### config.mk
export PLATFORM = sky130hd
export DESIGN_NAME = nfca_rx_tobits
export DESIGN_NICKNAME = d
export VERILOG_FILES = /design/src/rtl/nfca_rx_tobits.sv
export SDC_FILE = /design/constraint.sdc
export NUM_CORES = 1
export LEC_CHECK = 0
export BUFFER_PORTS_ARGS = -buffer_cell sky130_fd_sc_hd__buf_4
export CORE_UTILIZATION = 40
export CTS_BUF_LIST = sky130_fd_sc_hd__clkbuf_2
export CTS_CLUSTER_DIAMETER = 200
export CTS_CLUSTER_SIZE = 16
export DETAILED_ROUTE_END_ITERATION = 12
export PLACE_DENSITY_LB_ADDON = 0.3
export REMOVE_ABC_BUFFERS = 1
export SLEW_MARGIN = 20
export SYNTH_ARGS = -nofsm -noshare
export SYNTH_HDL_FRONTEND = slang
export SYNTH_SLANG_ARGS = --single-unit
### constraint.sdc
create_clock -name clk -period 3 [get_ports clk]
set_input_delay 0.75 -clock clk [delete_from_list [all_inputs] [get_ports clk]]
set_output_delay 0.75 -clock clk [all_outputs]
set_load 0.01 [all_outputs]
### src/rtl/nfca_rx_tobits.sv
// NFC-A PICC->PCD Manchester bit decoder (106 kbps, 847.5 kHz subcarrier).
// Each bit is 8 subcarrier periods. Periods 0..3 are the first half and
// periods 4..7 the second half. A half counts as modulated when at least
// THRESHOLD of its 4 periods carry load modulation.
//
// state | meaning
// ------+-----------------------------------------------------------------
// IDLE  | waiting for the first modulated period, which starts S
// START | collecting the S bit; a valid S is (1,0), anything else is noise
// DATA  | decoding data bits; (0,0) is E and (1,1) is a collision
// DONE  | frame ended; ignore the subcarrier until rx_on drops
module nfca_rx_tobits #(
  parameter int THRESHOLD = 3,
  parameter int MAX_BITS  = 2400,
  parameter int CNT_W     = 12
) (
  input  logic clk,
  input  logic rstn,
  input  logic rx_on,
  input  logic rx_ask_en,
  input  logic rx_ask,
  output logic rx_bit_en,
  output logic rx_bit,
  output logic rx_end,
  output logic rx_end_col,
  output logic rx_end_err,
  output logic rx_busy
);

  typedef enum logic [1:0] {IDLE, START, DATA, DONE} state_t;

  localparam logic [2:0]       THR  = 3'(THRESHOLD);
  localparam logic [CNT_W-1:0] BMAX = CNT_W'(MAX_BITS);

  state_t           state;
  logic [2:0]       pcnt;
  logic [2:0]       a1;
  logic [2:0]       a2;
  logic [CNT_W-1:0] bcnt;

  logic [2:0] a1_nxt;
  logic [2:0] a2_fin;
  logic       h1;
  logic       h2;
  logic       last_per;

  // Half-bit decisions; the second half includes the period being sampled now.
  always_comb begin
    a1_nxt   = a1 + {2'b00, rx_ask};
    a2_fin   = a2 + {2'b00, rx_ask};
    h1       = (a1 >= THR);
    h2       = (a2_fin >= THR);
    last_per = (pcnt == 3'd7);
  end

  // Decoder FSM with registered single-cycle output pulses.
  always_ff @(posedge clk or negedge rstn) begin
    if (!rstn) begin
      state      <= IDLE;
      pcnt       <= '0;
      a1         <= '0;
      a2         <= '0;
      bcnt       <= '0;
      rx_bit_en  <= 1'b0;
      rx_bit     <= 1'b0;
      rx_end     <= 1'b0;
      rx_end_col <= 1'b0;
      rx_end_err <= 1'b0;
      rx_busy    <= 1'b0;
    end else begin
      rx_bit_en  <= 1'b0;
      rx_end     <= 1'b0;
      rx_end_col <= 1'b0;
      rx_end_err <= 1'b0;
      if (!rx_on) begin
        // Abort wins over any simultaneous subcarrier sample; no rx_end here,
        // the byte assembler handles the abort on its own.
        state   <= IDLE;
        pcnt    <= '0;
        a1      <= '0;
        a2      <= '0;
        bcnt    <= '0;
        rx_busy <= 1'b0;
      end else begin
        case (state)
          IDLE: begin
            if (rx_ask_en && rx_ask) begin
              a1    <= 3'd1;
              a2    <= '0;
              pcnt  <= 3'd1;
              bcnt  <= '0;
              state <= START;
            end
          end
          START, DATA: begin
            if (rx_ask_en) begin
              if (!last_per) begin
                pcnt <= pcnt + 3'd1;
                if (pcnt[2]) a2 <= a2_fin;
                else         a1 <= a1_nxt;
              end else begin
                pcnt <= '0;
                a1   <= '0;
                a2   <= '0;
                if (state == START) begin
                  if (h1 && !h2) begin
                    state   <= DATA;
                    rx_busy <= 1'b1;
                  end else begin
                    state <= IDLE;
                  end
                end else begin
                  case ({h1, h2})
                    2'b10, 2'b01: begin
                      if (bcnt == BMAX) begin
                        rx_end     <= 1'b1;
                        rx_end_err <= 1'b1;
                        state      <= DONE;
                      end else begin
                        rx_bit_en <= 1'b1;
                        rx_bit    <= h1;
                        bcnt      <= bcnt + CNT_W'(1);
                      end
                    end
                    2'b00: begin
                      rx_end <= 1'b1;
                      state  <= DONE;
                    end
                    default: begin
                      rx_end     <= 1'b1;
                      rx_end_col <= 1'b1;
                      state      <= DONE;
                    end
                  endcase
                end
              end
            end
          end
          DONE: begin
            // rx_busy stays high through the rx_end cycle, then drops here.
            rx_busy <= 1'b0;
          end
          default: state <= IDLE;
        endcase
      end
    end
  end

endmodule

==> results.py <==
metrics = {
    "synthesis": {
        "yosysWarnings": 0,
        "synthArstFlopShare": 1.00,
        "synth_flop_cell": "dfrtp_1",
        "synth.top_cell.area_share": 0.392,
        "synth_area_mm2": 0.00185,
        "synth_edf_count": 0,
        "synth-seq-cells": 29,
        "ys_seq_area_frac": 0.392,
        "netlist-cell-type-count": 48,
        "postSynthAreaPerCell_um2": 9.50,
        "yosys.area.top_type": "dfrtp_1",
        "postSynthCellCount": 195,
        "synth_area_leaders": "dfrtp_1, ha_1, mux2i_1",
    },
    "cts": {
        "path_clk_slew_ns": 0.17,
        "numCtsBuffers": 5,
        "clk_latency_ns": 0.37,
        "cts_root_buffer": "clkbuf_2",
        "cts.htree.levels": 2,
        "post_cts_buffers": 0,
        "postCtsHoldBufs": 0,
        "ctsResizeCount": 0,
        "clockBufferDepth": 2,
        "clock_sinks": 29,
        "cts_tree": "done",
    },
    "status": {
        "status": "finished clean",
    },
    "power_and_ir_drop": {
        "power_frac_comb": 0.241,
        "power_density_mw_per_mm2": 399,
        "switchingPower_mw": 0.275,
        "switching_share": 0.341,
        "p_int_mw": 0.530,
        "power_frac_clock": 0.240,
        "p_leak_nw": 0.915,
        "ir_worst_vdd_mv": 0.138,
        "pwr-share-seq": 0.519,
    },
    "routing": {
        "drtPass1Iterations": 5,
        "vias": 1497,
        "drtAntennaViolNets": 0,
        "routed_wl_mm": 3.76,
        "drc": 0,
        "vias_per_cell": 5.74,
        "drt-initial-drc-count": 85,
        "wl_per_cell_um": 14.4,
    },
    "grt": {
        "grt_antenna_before_repair": 0,
        "grt_pass1_wl_mm": 6.51,
        "grt_use_total": 0.170,
        "grt.overflow.total": 0,
        "grt_pass1_vias": 1384,
        "grt_max_degree": 30,
    },
    "critical_path": {
        "cp_max_fo": 10,
        "worstRegToRegCells": 8,
        "worstReg2RegEnd": "bcnt[8]",
        "worstSetupPathType": "in -> reg",
        "rrSetupSlack_ns": 0.50,
        "startpoint_type": "input pin",
        "rr_startpoint": "a2[0]",
        "critPathCaptureType": "register",
        "cp.required_ns": 3.28,
        "worstPathArrival_ns": 2.89,
    },
    "placed_design": {
        "place_hpwl_mm": 2.71,
        "numPortBuffers": 10,
        "gp_congestion": 0.819,
        "placed_area_mm2": 0.00198,
    },
    "sta": {
        "rsz0062_at_grt": "no",
        "skew_ns": 0.0217,
        "setup_tns_ns": 0,
        "relSlewSlack": 0.669,
        "slew_violations": 0,
        "finalCritPeriodShare": 0.869,
        "setup_violations": 0,
        "hold_violations": 0,
        "tightest_slew_ns": 0.484,
        "fmax_mhz": 384,
        "layout_min_cycle_time_ns": 2.61,
    },
    "finish": {
        "num-nets-final": 228,
        "antenna_cells": 0,
        "mostFrequentLayoutCells": "dfrtp_1, nand2_1, ha_1",
        "fin_area_mm2": 0.00202,
        "layout_commonest_cell": "dfrtp_1",
        "syn_to_final_growth_pct": 8.92,
        "fillers": 428,
        "final_layout_size_suffix_gt1_frac": 0.129,
    },
    "die": {
        "die_area_mm2": 0.00491,
        "initial_core_util": 0.420,
        "row_count": 24,
        "dieHeight_um": 70.0,
        "die_x_um": 70.0,
        "core_area_mm2": 0.00441,
        "ios": 11,
    },
    "worst_hold_path": {
        "hold_class": "in -> async",
    },
    "run": {
        "drv_cap": 0,
    },
}
-- kinds of logic (layout without fill, tap and decap cells) --
family | Yosys count | count (layout) | synth area share
AND/OR/NAND/NOR | 81 | 81 | 0.234
multiplexers | 16 | 16 | 0.0885
AO/OA/AOI/OAI | 36 | 36 | 0.147
adder cells (fa/ha/maj) | 14 | 14 | 0.0946
XOR/XNOR | 1 | 1 | 0.00473
flip-flops | 29 | 29 | 0.392
buffers and inverters | 18 | 32 | 0.0392
-- state kept, by name (all words and copies together), names as in the netlist --
| register | flops |
|---|---|
| rx_bit_en | 1 |
| rx_end | 1 |
| a1 | 3 |
| rx_bit | 1 |
| pcnt | 3 |
| state | 2 |
| a2 | 3 |
| rx_end_col | 1 |
| rx_busy | 1 |
| rx_end_err | 1 |
| bcnt | 12 |
-- cell type report --
class / count / area, um2 / area share
inverters: 13 / 48.8 / 0.0242
clock buffers: 6 / 30.0 / 0.0149
well taps: 52 / 65.1 / 0.0323
clock inverters: 1 / 3.75 / 0.00186
repair buffers: 12 / 90.1 / 0.0447
multi-input cells: 148 / 1050 / 0.522
flip-flops and latches: 29 / 726 / 0.360
-- per-layer routing --
metal | share of wire | global-route usage | vias up
li1 | - | - | 740
met1 | 0.47 | 0.218 | 729
met2 | 0.47 | 0.268 | 21
met3 | 0.036 | 0.0491 | 7
met4 | 0.014 | 0.0711 | 0
met5 | 0 | 0 | -
-- worst max path at each step --
| stage | start | to | slack [ns] | cells past startpoint |
|---|---|---|---|---|
| detailed placement | rx_ask | bcnt[8] | 0.04 | 9 |
| global route | rx_ask | bcnt[7] | 0.21 | 9 |
| finish | rx_ask | bcnt[8] | 0.39 | 9 |
| CTS | rx_ask | bcnt[8] | 0.40 | 9 |
| global placement | rx_ask | bcnt[7] | 0.11 | 9 |
| floorplan | rx_ask | bcnt[11] | 0.38 | 8 |
-- critical path: stages --
cell       delay (ns)
buf_4            0.13
ha_1             0.20
ha_1             0.22
xnor2_1          0.17
nand2_1          0.11
ha_1             0.38
o31ai_4          0.16
a2111oi_0        0.53
mux2i_1          0.24
-- metrics by stage --
| stage | hold slack (ns) | cells | util | power [mW] | setup slack (ns) |
|---|---|---|---|---|---|
| finish | 0.263 | 261 | 0.457 | 0.804 | 0.394 |
| global placement | 0.460 | 254 | 0.449 | 0.616 | 0.109 |
| floorplan | 0.443 | 190 | - | 0.558 | 0.375 |
| detailed placement | 0.466 | 254 | 0.449 | 0.618 | 0.0369 |
| global route | 0.284 | 261 | 0.457 | 0.854 | 0.212 |
| CTS | 0.275 | 261 | 0.457 | 0.812 | 0.397 |
-- cell usage after synthesis (all sizes together), types with 4 or more instances --
cell	n
ha	14
o21ai	4
a31oi	4
dfrtp	29
nand3	9
mux2i	13
inv	12
nor4	5
nand4	6
nor3	5
or2b	5
a211oi	4
nand2	26
nor2	9
a21oi	7
nand2b	6
-- power groups by stage --
stage	Sequential [mW]	Combinational, mW	Clock [mW]
floorplan	0.422	0.136	0
global placement	0.425	0.192	0
detailed placement	0.425	0.193	0
CTS	0.418	0.195	0.199
global route	0.420	0.218	0.216
finish	0.417	0.194	0.193
Note: power is estimated with default switching activity, not from simulation.
